[src/rtl/rfsoc_sched_pkg.sv]
// Shared types and constants for the RTIO event scheduler.
//   sched_instr_t : one buffered instruction {timestamp, payload}
//   CTRL_*        : bit positions inside the ctrl_data strobe word
//   sched_state_t : issue FSM states
package rfsoc_sched_pkg;

    localparam int unsigned SCHED_TS_W      = 64;
    localparam int unsigned SCHED_PAYLOAD_W = 64;

    localparam int unsigned CTRL_RUN       = 0;
    localparam int unsigned CTRL_CLR_CNT   = 1;
    localparam int unsigned CTRL_HALT      = 2;
    localparam int unsigned CTRL_CLR_FLAGS = 3;

    typedef struct packed {
        logic [SCHED_TS_W-1:0]      ts;
        logic [SCHED_PAYLOAD_W-1:0] payload;
    } sched_instr_t;

    typedef enum logic [1:0] {
        IDLE  = 2'd0,
        WAIT  = 2'd1,
        ISSUE = 2'd2
    } sched_state_t;

endpackage

[src/rtl/sched_fifo.sv]
// Synchronous instruction FIFO with the head word held in a register.
//   clk, rst_n         : clock, async active-low reset
//   wr_en, wr_data     : write request; accepted only while wr_ready=1
//   wr_ready           : registered "not full"
//   rd_en              : pop the head word (ignored when empty)
//   rd_data_c          : current head word
//   empty_c            : no entries buffered
//   level              : registered number of entries buffered
module sched_fifo #(
    parameter int unsigned DEPTH = 16,
    parameter int unsigned W     = 128
) (
    input  logic                       clk,
    input  logic                       rst_n,
    input  logic                       wr_en,
    input  logic [W-1:0]               wr_data,
    output logic                       wr_ready,
    input  logic                       rd_en,
    output logic [W-1:0]               rd_data_c,
    output logic                       empty_c,
    output logic [$clog2(DEPTH):0]     level
);

    localparam int unsigned AW = $clog2(DEPTH);
    localparam int unsigned LW = AW + 1;

    logic [W-1:0]  mem [DEPTH];
    logic [AW-1:0] wr_ptr_q;
    logic [AW-1:0] rd_ptr_q;
    logic [LW-1:0] level_q;
    logic [LW-1:0] level_d;
    logic          ready_q;
    logic          push;
    logic          pop;

    assign push    = wr_en && ready_q;
    assign pop     = rd_en && (level_q != '0);
    assign level_d = level_q + LW'(push) - LW'(pop);

    assign rd_data_c = mem[rd_ptr_q];
    assign empty_c   = (level_q == '0);
    assign wr_ready  = ready_q;
    assign level     = level_q;

    // Storage needs no reset: only entries below level are ever read.
    always_ff @(posedge clk) begin
        if (push) begin
            mem[wr_ptr_q] <= wr_data;
        end
    end

    // Pointers, level and registered ready (computed from the next level).
    always_ff @(posedge clk or negedge rst_n) begin
        if (!rst_n) begin
            wr_ptr_q <= '0;
            rd_ptr_q <= '0;
            level_q  <= '0;
            ready_q  <= 1'b0;
        end else begin
            if (push) wr_ptr_q <= wr_ptr_q + AW'(1);
            if (pop)  rd_ptr_q <= rd_ptr_q + AW'(1);
            level_q <= level_d;
            ready_q <= (level_d != LW'(DEPTH));
        end
    end

endmodule

[src/rtl/rtio_event_scheduler.sv]
// Timestamp-ordered event scheduler in front of the DAC sequencer.
// Buffers {timestamp, payload} instructions, owns the timeline counter and
// releases each payload in the cycle after the counter reaches its timestamp.
//   aclk, aresetn               : clock, async active-low reset
//   in_tdata/in_tvalid/in_tready: instruction stream {ts, payload}
//   ctrl_valid/ctrl_data        : strobe, [0] run [1] clear count [2] halt [3] clear flags
//   out_tdata/out_tvalid/out_tready/out_late : released payload stream
//   count, running              : timeline counter and its run state
//   fifo_level                  : entries buffered (head register excluded)
//   late_err, late_cnt          : sticky late flag and saturating late count
// Build option: SCHED_LATE_DROP_EN discards late heads instead of issuing them
// (out_late then stays 0).
module rtio_event_scheduler
    import rfsoc_sched_pkg::*;
#(
    parameter int unsigned FIFO_DEPTH = 16,
    parameter int unsigned TS_W       = SCHED_TS_W,
    parameter int unsigned PAYLOAD_W  = SCHED_PAYLOAD_W,
    parameter int unsigned LATE_CNT_W = 16
) (
    input  logic                          aclk,
    input  logic                          aresetn,
    input  logic [TS_W+PAYLOAD_W-1:0]     in_tdata,
    input  logic                          in_tvalid,
    output logic                          in_tready,
    input  logic                          ctrl_valid,
    input  logic [3:0]                    ctrl_data,
    output logic [PAYLOAD_W-1:0]          out_tdata,
    output logic                          out_tvalid,
    input  logic                          out_tready,
    output logic                          out_late,
    output logic [TS_W-1:0]               count,
    output logic                          running,
    output logic [$clog2(FIFO_DEPTH):0]   fifo_level,
    output logic                          late_err,
    output logic [LATE_CNT_W-1:0]         late_cnt
);

    localparam int unsigned IW = TS_W + PAYLOAD_W;

    sched_state_t          state_q, state_d;
    logic [TS_W-1:0]       head_ts_q;
    logic [PAYLOAD_W-1:0]  head_pl_q;
    logic [TS_W-1:0]       count_q;
    logic                  running_q;
    logic                  valid_q, valid_d;
    logic [PAYLOAD_W-1:0]  data_q, data_d;
    logic                  late_q, late_d;
    logic                  late_err_q;
    logic [LATE_CNT_W-1:0] late_cnt_q;
    logic                  late_evt;
    logic                  fifo_pop;
    logic                  fifo_empty_c;
    logic [IW-1:0]         fifo_head_c;
    logic                  ts_hit_c;
    logic                  ts_past_c;
    logic                  do_halt_c;
    logic                  do_clr_c;
    logic                  do_run_c;

    sched_fifo #(
        .DEPTH (FIFO_DEPTH),
        .W     (IW)
    ) u_fifo (
        .clk       (aclk),
        .rst_n     (aresetn),
        .wr_en     (in_tvalid),
        .wr_data   (in_tdata),
        .wr_ready  (in_tready),
        .rd_en     (fifo_pop),
        .rd_data_c (fifo_head_c),
        .empty_c   (fifo_empty_c),
        .level     (fifo_level)
    );

    // One control action per strobe, highest priority wins; clear-flags is independent.
    assign do_halt_c = ctrl_valid && ctrl_data[CTRL_HALT];
    assign do_clr_c  = ctrl_valid && !ctrl_data[CTRL_HALT] && ctrl_data[CTRL_CLR_CNT];
    assign do_run_c  = ctrl_valid && !ctrl_data[CTRL_HALT] && !ctrl_data[CTRL_CLR_CNT]
                       && ctrl_data[CTRL_RUN];

    assign ts_hit_c  = (head_ts_q == count_q);
    assign ts_past_c = (head_ts_q <  count_q);

    // Next-state and output-register decode.
    always_comb begin
        state_d  = state_q;
        valid_d  = valid_q;
        data_d   = data_q;
        late_d   = late_q;
        fifo_pop = 1'b0;
        late_evt = 1'b0;
        case (state_q)
            IDLE: begin
                if (running_q && !fifo_empty_c) begin
                    fifo_pop = 1'b1;
                    state_d  = WAIT;
                end
            end
            WAIT: begin
                // Compare is frozen while halted.
                if (running_q && (ts_hit_c || ts_past_c)) begin
                    late_evt = ts_past_c;
`ifdef SCHED_LATE_DROP_EN
                    if (ts_past_c) begin
                        if (!fifo_empty_c) begin
                            fifo_pop = 1'b1;
                        end else begin
                            state_d = IDLE;
                        end
                    end else begin
                        state_d = ISSUE;
                        valid_d = 1'b1;
                        data_d  = head_pl_q;
                    end
`else
                    state_d = ISSUE;
                    valid_d = 1'b1;
                    data_d  = head_pl_q;
                    late_d  = ts_past_c;
`endif
                end
            end
            ISSUE: begin
                // Delivered regardless of halt; refill the head on the handshake.
                if (out_tready) begin
                    valid_d = 1'b0;
                    data_d  = '0;
                    late_d  = 1'b0;
                    if (!fifo_empty_c) begin
                        fifo_pop = 1'b1;
                        state_d  = WAIT;
                    end else begin
                        state_d = IDLE;
                    end
                end
            end
            default: begin
                state_d = IDLE;
            end
        endcase
    end

    // FSM, head register and output stream registers.
    always_ff @(posedge aclk or negedge aresetn) begin
        if (!aresetn) begin
            state_q   <= IDLE;
            head_ts_q <= '0;
            head_pl_q <= '0;
            valid_q   <= 1'b0;
            data_q    <= '0;
            late_q    <= 1'b0;
        end else begin
            state_q <= state_d;
            valid_q <= valid_d;
            data_q  <= data_d;
            late_q  <= late_d;
            if (fifo_pop) begin
                head_ts_q <= fifo_head_c[IW-1:PAYLOAD_W];
                head_pl_q <= fifo_head_c[PAYLOAD_W-1:0];
            end
        end
    end

    // Timeline counter and run state.
    always_ff @(posedge aclk or negedge aresetn) begin
        if (!aresetn) begin
            count_q   <= '0;
            running_q <= 1'b0;
        end else begin
            if (do_halt_c) begin
                running_q <= 1'b0;
            end else if (do_run_c) begin
                running_q <= 1'b1;
            end
            if (do_clr_c) begin
                count_q <= '0;
            end else if (running_q) begin
                count_q <= count_q + TS_W'(1);
            end
        end
    end

    // Late flags; a clear on the same cycle as a late event wins.
    always_ff @(posedge aclk or negedge aresetn) begin
        if (!aresetn) begin
            late_err_q <= 1'b0;
            late_cnt_q <= '0;
        end else if (ctrl_valid && ctrl_data[CTRL_CLR_FLAGS]) begin
            late_err_q <= 1'b0;
            late_cnt_q <= '0;
        end else if (late_evt) begin
            late_err_q <= 1'b1;
            if (late_cnt_q != '1) begin
                late_cnt_q <= late_cnt_q + LATE_CNT_W'(1);
            end
        end
    end

    assign out_tvalid = valid_q;
    assign out_tdata  = data_q;
    assign out_late   = late_q;
    assign count      = count_q;
    assign running    = running_q;
    assign late_err   = late_err_q;
    assign late_cnt   = late_cnt_q;

endmodule

[config.mk]
export PLATFORM = sky130hd
export DESIGN_NAME = rtio_event_scheduler
export DESIGN_NICKNAME = d
export VERILOG_FILES = /design/src/rtl/rfsoc_sched_pkg.sv /design/src/rtl/sched_fifo.sv /design/src/rtl/rtio_event_scheduler.sv
export SDC_FILE = /design/constraint.sdc
export NUM_CORES = 2
export LEC_CHECK = 0
export BUFFER_PORTS_ARGS = -buffer_cell sky130_fd_sc_hd__buf_2
export CAP_MARGIN = 20
export CORE_MARGIN = 2
export CORE_UTILIZATION = 45
export CTS_BUF_LIST = sky130_fd_sc_hd__clkbuf_8
export DETAILED_ROUTE_END_ITERATION = 10
export PLACE_DENSITY = 0.68
export REMOVE_ABC_BUFFERS = 1
export SLEW_MARGIN = 20
export SYNTH_ARGS = -nofsm -noshare
export SYNTH_HDL_FRONTEND = slang
export SYNTH_SLANG_ARGS = --single-unit
[constraint.sdc]
create_clock -name aclk -period 7.7 [get_ports aclk]
set_input_delay 0.77 -clock aclk [delete_from_list [all_inputs] [get_ports aclk]]
set_output_delay 0.77 -clock aclk [all_outputs]
set_load 0.02 [all_outputs]
# After elaboration in Yosys (flattened, before gate mapping)
# Memories as Yosys holds them, arrays and structs flattened. A register that Yosys moved wholly into a read port is not among the register bits.
# Index checks and enable logic that the tools add are counted.
# totals
register_bits,164
latchBits,0
mem_bits_rw,2048
mem_bits_ro,0
input_bits,137
out_inout_bits,154
wordCells,84
n_memories,1
# classes
addsub,6
n_mul,0
div_mod_pow,0
order_cmp,1
n_eq_ne,8
shift,0
mux,30
n_bitwise,0
reduce_logical,26
# memory_table
name,words,width,rd,rd_clocked_by_memory_dff,write_ports,line,text
u_fifo.mem,16,128,1,1,1,sched_fifo.sv:27,logic [W-1:0] mem [DEPTH];
# ops
operator,n
2-to-1 mux 64 bit,4
one-hot mux 64 bit (2 select lines),1
"adder 64 x 1 -> 64 bit, second input constant",1
== test 64 bit,1
< comparator 64 bit,1
2-to-1 mux 16 bit,3
"adder 16 x 1 -> 16 bit, second input constant",1
"!= test 16 bit, second input constant",1
2-to-1 mux 1 bit,15
logical AND 1 bit,10
nonzero test 2 bit,5
"adder 4 x 1 -> 4 bit, second input constant",2
2-to-1 mux 2 bit,3
"!= test 2 bit, second input constant",3
one-hot mux 1 bit (2 select lines),3
one-hot mux 2 bit (3 select lines),1
AND reduction 3 bit,2
adder 5 x 1 -> 5 bit,1
zero test 5 bit,1
"!= test 5 bit, second input constant",1
nonzero test 5 bit,1
subtractor 5 x 1 -> 5 bit,1
zero test 1 bit,4
"== test 2 x 1 -> 1 bit, second input constant",1
other kinds (4),4

# Logic depth before layout (Yosys ltp)
# depth
word_depth,8
ltp_mapped,14
ltp_nobuf,12

# Modules after synthesis
# From an unflattened synthesis, not the netlist that was laid out.
# unflattened
cells_unflattened,4370
hier_area_um2,91280.0
# by_module_without_submodules
module,instances,cells_each,area_each_um2,seq_area_each_um2
sched_fifo,1,3128,77922.2,61849.3
rtio_event_scheduler,1,1242,13357.8,6956.7

# Worst setup path after synthesis
# Ideal clock, no wire load.
# synth_timing
path_type,input to register
start,input in_tvalid
end,memory u_fifo.mem[10][0] (enable)
setup_ps,502
arrival_ps,4150
t_required_ps,7198
setup_slack_ps,3049
stages,3
n_path_buf,0
path_cell_list,nand2_1 > nor3b_1 > and2_1
# synth_between
elab_chain_cells,3
# synth_rtl
element,line,text
"start, declared",rtio_event_scheduler.sv:24,"input logic in_tvalid,"
logical AND 1 bit,sched_fifo.sv:36,assign push = wr_en && ready_q;
2-to-1 mux 1 bit,sched_fifo.sv:47,if (push) begin
2-to-1 mux 1 bit (implied by the code),sched_fifo.sv:48,mem[wr_ptr_q] <= wr_data;
"end, declared",sched_fifo.sv:27,
# Every way passes these cells.

# Worst setup path after layout
# layout_timing
start,"register count_q[43], in the netlist count[43]"
end,"register data_q[57], in the netlist out_tdata[57]"
# layout_between
elab_chain_cells,5
elab_cells_between_ends,6
cone_classes,order compare: 1; eq/ne: 2; reduce/logical: 3
# layout_rtl
element,line,text
"start, declared",rtio_event_scheduler.sv:44,logic [TS_W-1:0] count_q;
"start signal, assigned",rtio_event_scheduler.sv:179,count_q <= count_q + TS_W'(1);
< comparator 64 bit / == test 64 bit (equally long branches),"rtio_event_scheduler.sv:83, rtio_event_scheduler.sv:82",
logical OR 1 bit (*),rtio_event_scheduler.sv:102,if (running_q && (ts_hit_c || ts_past_c)) begin
logical AND 1 bit (*),rtio_event_scheduler.sv:102,
!= test 2 bit (no line) (*),-,
AND reduction 3 bit (no line) (*),-,
"end signal, assigned",rtio_event_scheduler.sv:156,data_q <= data_d;
"end, declared",rtio_event_scheduler.sv:47,"logic [PAYLOAD_W-1:0] data_q, data_d;"
# Every way passes the cells marked *; elsewhere a longest branch is shown, timed or not.
# A chain may end at the register's enable or synchronous reset.

==> flow_summary_export.csv <==
group,metric,value,unit
status,status,"finished clean",
sta,hold_viol,0,
sta,tightest_slew,1.19,ns
synthesis,synth_cell_type_count,53,
drt,totalWireLength,221000,um
drt,drc_errors,0,
power_and_ir_drop,p_leak,34.8,nW
power_and_ir_drop,p_sw,11.0,mW
power_and_ir_drop,p_int,25.7,mW
die,die_h,453,um
sta,fin_crit_sh,55.3,%
synthesis,synth.most_common_cell,"edfxtp_1",
worst_setup_path,cp_cell_sequence,"inv_1, ha_1, nand4_1, nor4_1, nor4bb_1, nand3_1, a31oi_4, buf_4, nand3_1, o21ai_1",
final_layout,syn2layout_area_growth,13.7,%
synthesis,synth_top_cell_area_share,67.8,%
power_and_ir_drop,vdd_drop_max,0.322,mV
sta,fin_setup_tns,0,ns
synthesis,syn_area_per_cell,21.7,sq um
sta,hold_ws,0.103,ns
clock_tree,htreeDepth,5,
clock_tree,clkTransAtPathRegs,0.06,ns
die,io_pins,291,
sta,rsz0062_at_grt,"no",
synthesis,yosysTopAreaCell,"edfxtp_1",
clock_tree,cts.sinks,2340,
worst_setup_path,worstReg2RegEnd,"out_tdata[57]",
worst_setup_path,cpPeakStageDelay,0.89,ns
global_route,grt_pass1_vias,45700,
sta,period_minus_slack,4.26,ns
clock_tree,cts_root_buf,"clkbuf_8",
power_and_ir_drop,p_per_area,356,nW/um^2
worst_setup_path,r2r_cells,10,
sta,fmax,235,MHz
drt,routed_via_density,5.80,
global_route,grt_pass1_wl,319000,um
final_layout,nets,4961,
synthesis,synth_ff_type,"edfxtp_1",
placed_design,dpl_cell_area,95500,sq um
power_and_ir_drop,comb_power_share,27.7,%
synthesis,synth_warnings,0,
sta,drv_slew,0,
drt,routedWlPerCell,28.7,um
placed_design,routabilityCongestion,0.814,
power_and_ir_drop,clockPowerShare,27.5,%
die,std_cell_rows,164,
worst_setup_path,r2r_start,"count[43]",
worst_setup_path,critPathCaptureType,"flop",
worst_setup_path,critical_path_class,"reg2reg",
synthesis,synthArstFlopShare,12.5,%
power_and_ir_drop,p_sw_share,30.0,%
power_and_ir_drop,power,36.7,mW
worst_setup_path,critPathArrivalTime,5.20,ns
synthesis,ys_seq_area_share,75.9,%
worst_setup_path,cp.depth,10,
worst_setup_path,worstSetupStartpointType,"flop",
sta,relSlewSlack,20.6,%
clock_tree,cts_tree,"done",
final_layout,final_area,103000,sq um
global_route,grt_max_degree,165,
placed_design,io_buffers,290,
global_route,grt_antenna_before_repair,65,
synthesis,ys_seq_elements,2340,
clock_tree,cts_resized,0,
worst_setup_path,critPathCapture,"out_tdata[57]",
run,maxCapViolations,0,
synthesis,synthTopCellsByCount,"edfxtp_1 (2048), mux4_2 (640), dfrtp_1 (292)",
placed_design,placed_cells,6976,
global_route,grt_usage,21.5,%
drt,detail-route-antenna-nets,0,
clock_tree,numCtsBuffers,381,
final_layout,drive_above_1_share,32.6,%
worst_setup_path,startpoint,"count[43]",
drt,firstDrtPassIters,6,
die,core_area,200000,sq um
power_and_ir_drop,seq_power_share,44.8,%
synthesis,synth.area.top_cells,"edfxtp_1 (68%), mux4_2 (16%), dfrtp_1 (8.1%), mux2_2 (1.6%), ha_1 (1.1%)",
die,dieArea,205000,sq um
worst_setup_path,cpMostUsedCell,"nand3_1",
sta,fin_skew,0.117,ns
global_route,grt-ovfl-total,0,
worst_hold_path,hp-class,"in2reg",
die,die_w,453,um
die,initial_core_util,45.3,%
clock_tree,worstSkewPairLatency,1.06,ns
drt,drtIter0Drc,4956,
final_layout,final_cells,7715,
synthesis,synth_edf_count,2048,
final_layout,num-fill-cells,15600,
sta,setup_viol,0,
worst_setup_path,crit_fanout,64,
clock_tree,clk_path_buf_depth,4,
synthesis,synth_area,90700,sq um
placed_design,hpwl,117000,um
synthesis,syn-instance-count,4169,
worst_setup_path,cp.required,8.64,ns
drt,vias,44800,
worst_setup_path,crit_family,"simple AND/OR/NAND/NOR gates",
worst_setup_path,cp_num_buf_inv,2,
worst_setup_path,slowest_stage,"buf_4",
worst_setup_path,reg2reg_slack,3.44,ns
[area by class of cell]
| class | instances | area, sq um | area share (%) |
|---|---|---|---|
| well taps | 2656 | 3320 | 3.22 |
| diodes | 19 | 47.5 | 0.0461 |
| flip-flops and latches | 2340 | 68800 | 66.8 |
| clock buffers | 433 | 5960 | 5.78 |
| inverters | 79 | 297 | 0.288 |
| multi-input cells | 1550 | 20900 | 20.3 |
| clock inverters | 244 | 1140 | 1.11 |
| repair buffers | 394 | 2630 | 2.55 |
[what timing repair did]
item	in CTS	in global routing
endpoints found under the hold margin	409	0
setup buffers	0	0
hold buffers	41	0
[metal layers]
layer	global-route usage [%]	routed length, um	up-vias
li1	-	-	18500
met1	29.9	89700	23900
met2	34.1	107000	1883
met3	4.72	17900	477
met4	7.04	6560	48
met5	0	319	-
[sequential cells by signal (all words and copies together) (netlist names)]
register and flops:
count 64, head_pl_q 64, head_ts_q 64, late_cnt 16, late_err 1, out_late 1, out_tdata 64, out_tvalid 1
running 1, state_q 2, u_fifo.level 5, u_fifo.mem 2048, u_fifo.rd_ptr_q 4, u_fifo.wr_ptr_q 4, u_fifo.wr_ready 1
[layout by cell type (no fill, tap or decap), types with 61 or more instances in the layout]
master and instances:
edfxtp_1 2048, inv_1 215, nand3_1 104, xnor2_1 61, mux2_2 128, mux4_2 640
nand2_1 130, nor2_1 76, buf_2 289, clkbuf_8 433, ha_1 77, dfrtp_1 288
[per-stage QoR]
| stage | setup WS [ns] | util, % |
|---|---|---|
| after floorplan | -13.51 | - |
| after global placement | 3.72 | 47.7 |
| after detailed placement | 3.53 | 47.7 |
| after CTS | 3.52 | 51.5 |
| after global routing | 3.25 | 51.5 |
| final | 3.44 | 51.5 |
[cells by family (layout without fill, tap and decap cells)]
| kind of cell | count (synthesis) | after routing | synth area share (%) |
|---|---|---|---|
| flip-flops | 2340 | 2340 | 75.9 |
| multiplexers | 784 | 784 | 17.7 |
| AND/OR/NAND/NOR | 473 | 473 | 2.60 |
| buffers and inverters | 279 | 1150 | 1.21 |
| AO/OA/AOI/OAI | 151 | 151 | 0.933 |
| adder cells (fa/ha/maj) | 78 | 78 | 1.08 |
| XOR/XNOR | 64 | 64 | 0.618 |
| other | 0 | 19 | 0 |
[worst min path at each step]
stage | start | endpoint | cells past startpoint
finish | in_tdata[111] | u_fifo.mem[6][111] | 1
global route | in_tdata[19] | u_fifo.mem[5][19] | 1
CTS | in_tdata[6] | u_fifo.mem[0][6] | 1
detailed placement | head_pl_q[10] | out_tdata[10] | 2
global placement | head_pl_q[6] | out_tdata[6] | 2
floorplan | head_pl_q[0] | out_tdata[0] | 2
[worst register-to-register path: stages, from the launching register on]
cell and delay, ns:
dfrtp_1 0.41, inv_1 0.06, ha_1 0.31, nand4_1 0.19
nor4_1 0.70, nor4bb_1 0.40, nand3_1 0.31, a31oi_4 0.43
buf_4 0.89, nand3_1 0.32, o21ai_1 0.15
[power groups by stage]
stage,Clock [mW],Combinational (mW),Sequential (mW)
finish,10.1,10.2,16.4
global route,10.8,10.9,16.6
CTS,10.3,10.3,16.5
detailed placement,0,10.3,16.7
global placement,0,10.1,16.7
floorplan,0,7.11,17.2
Power figures use the tool's default switching activity.
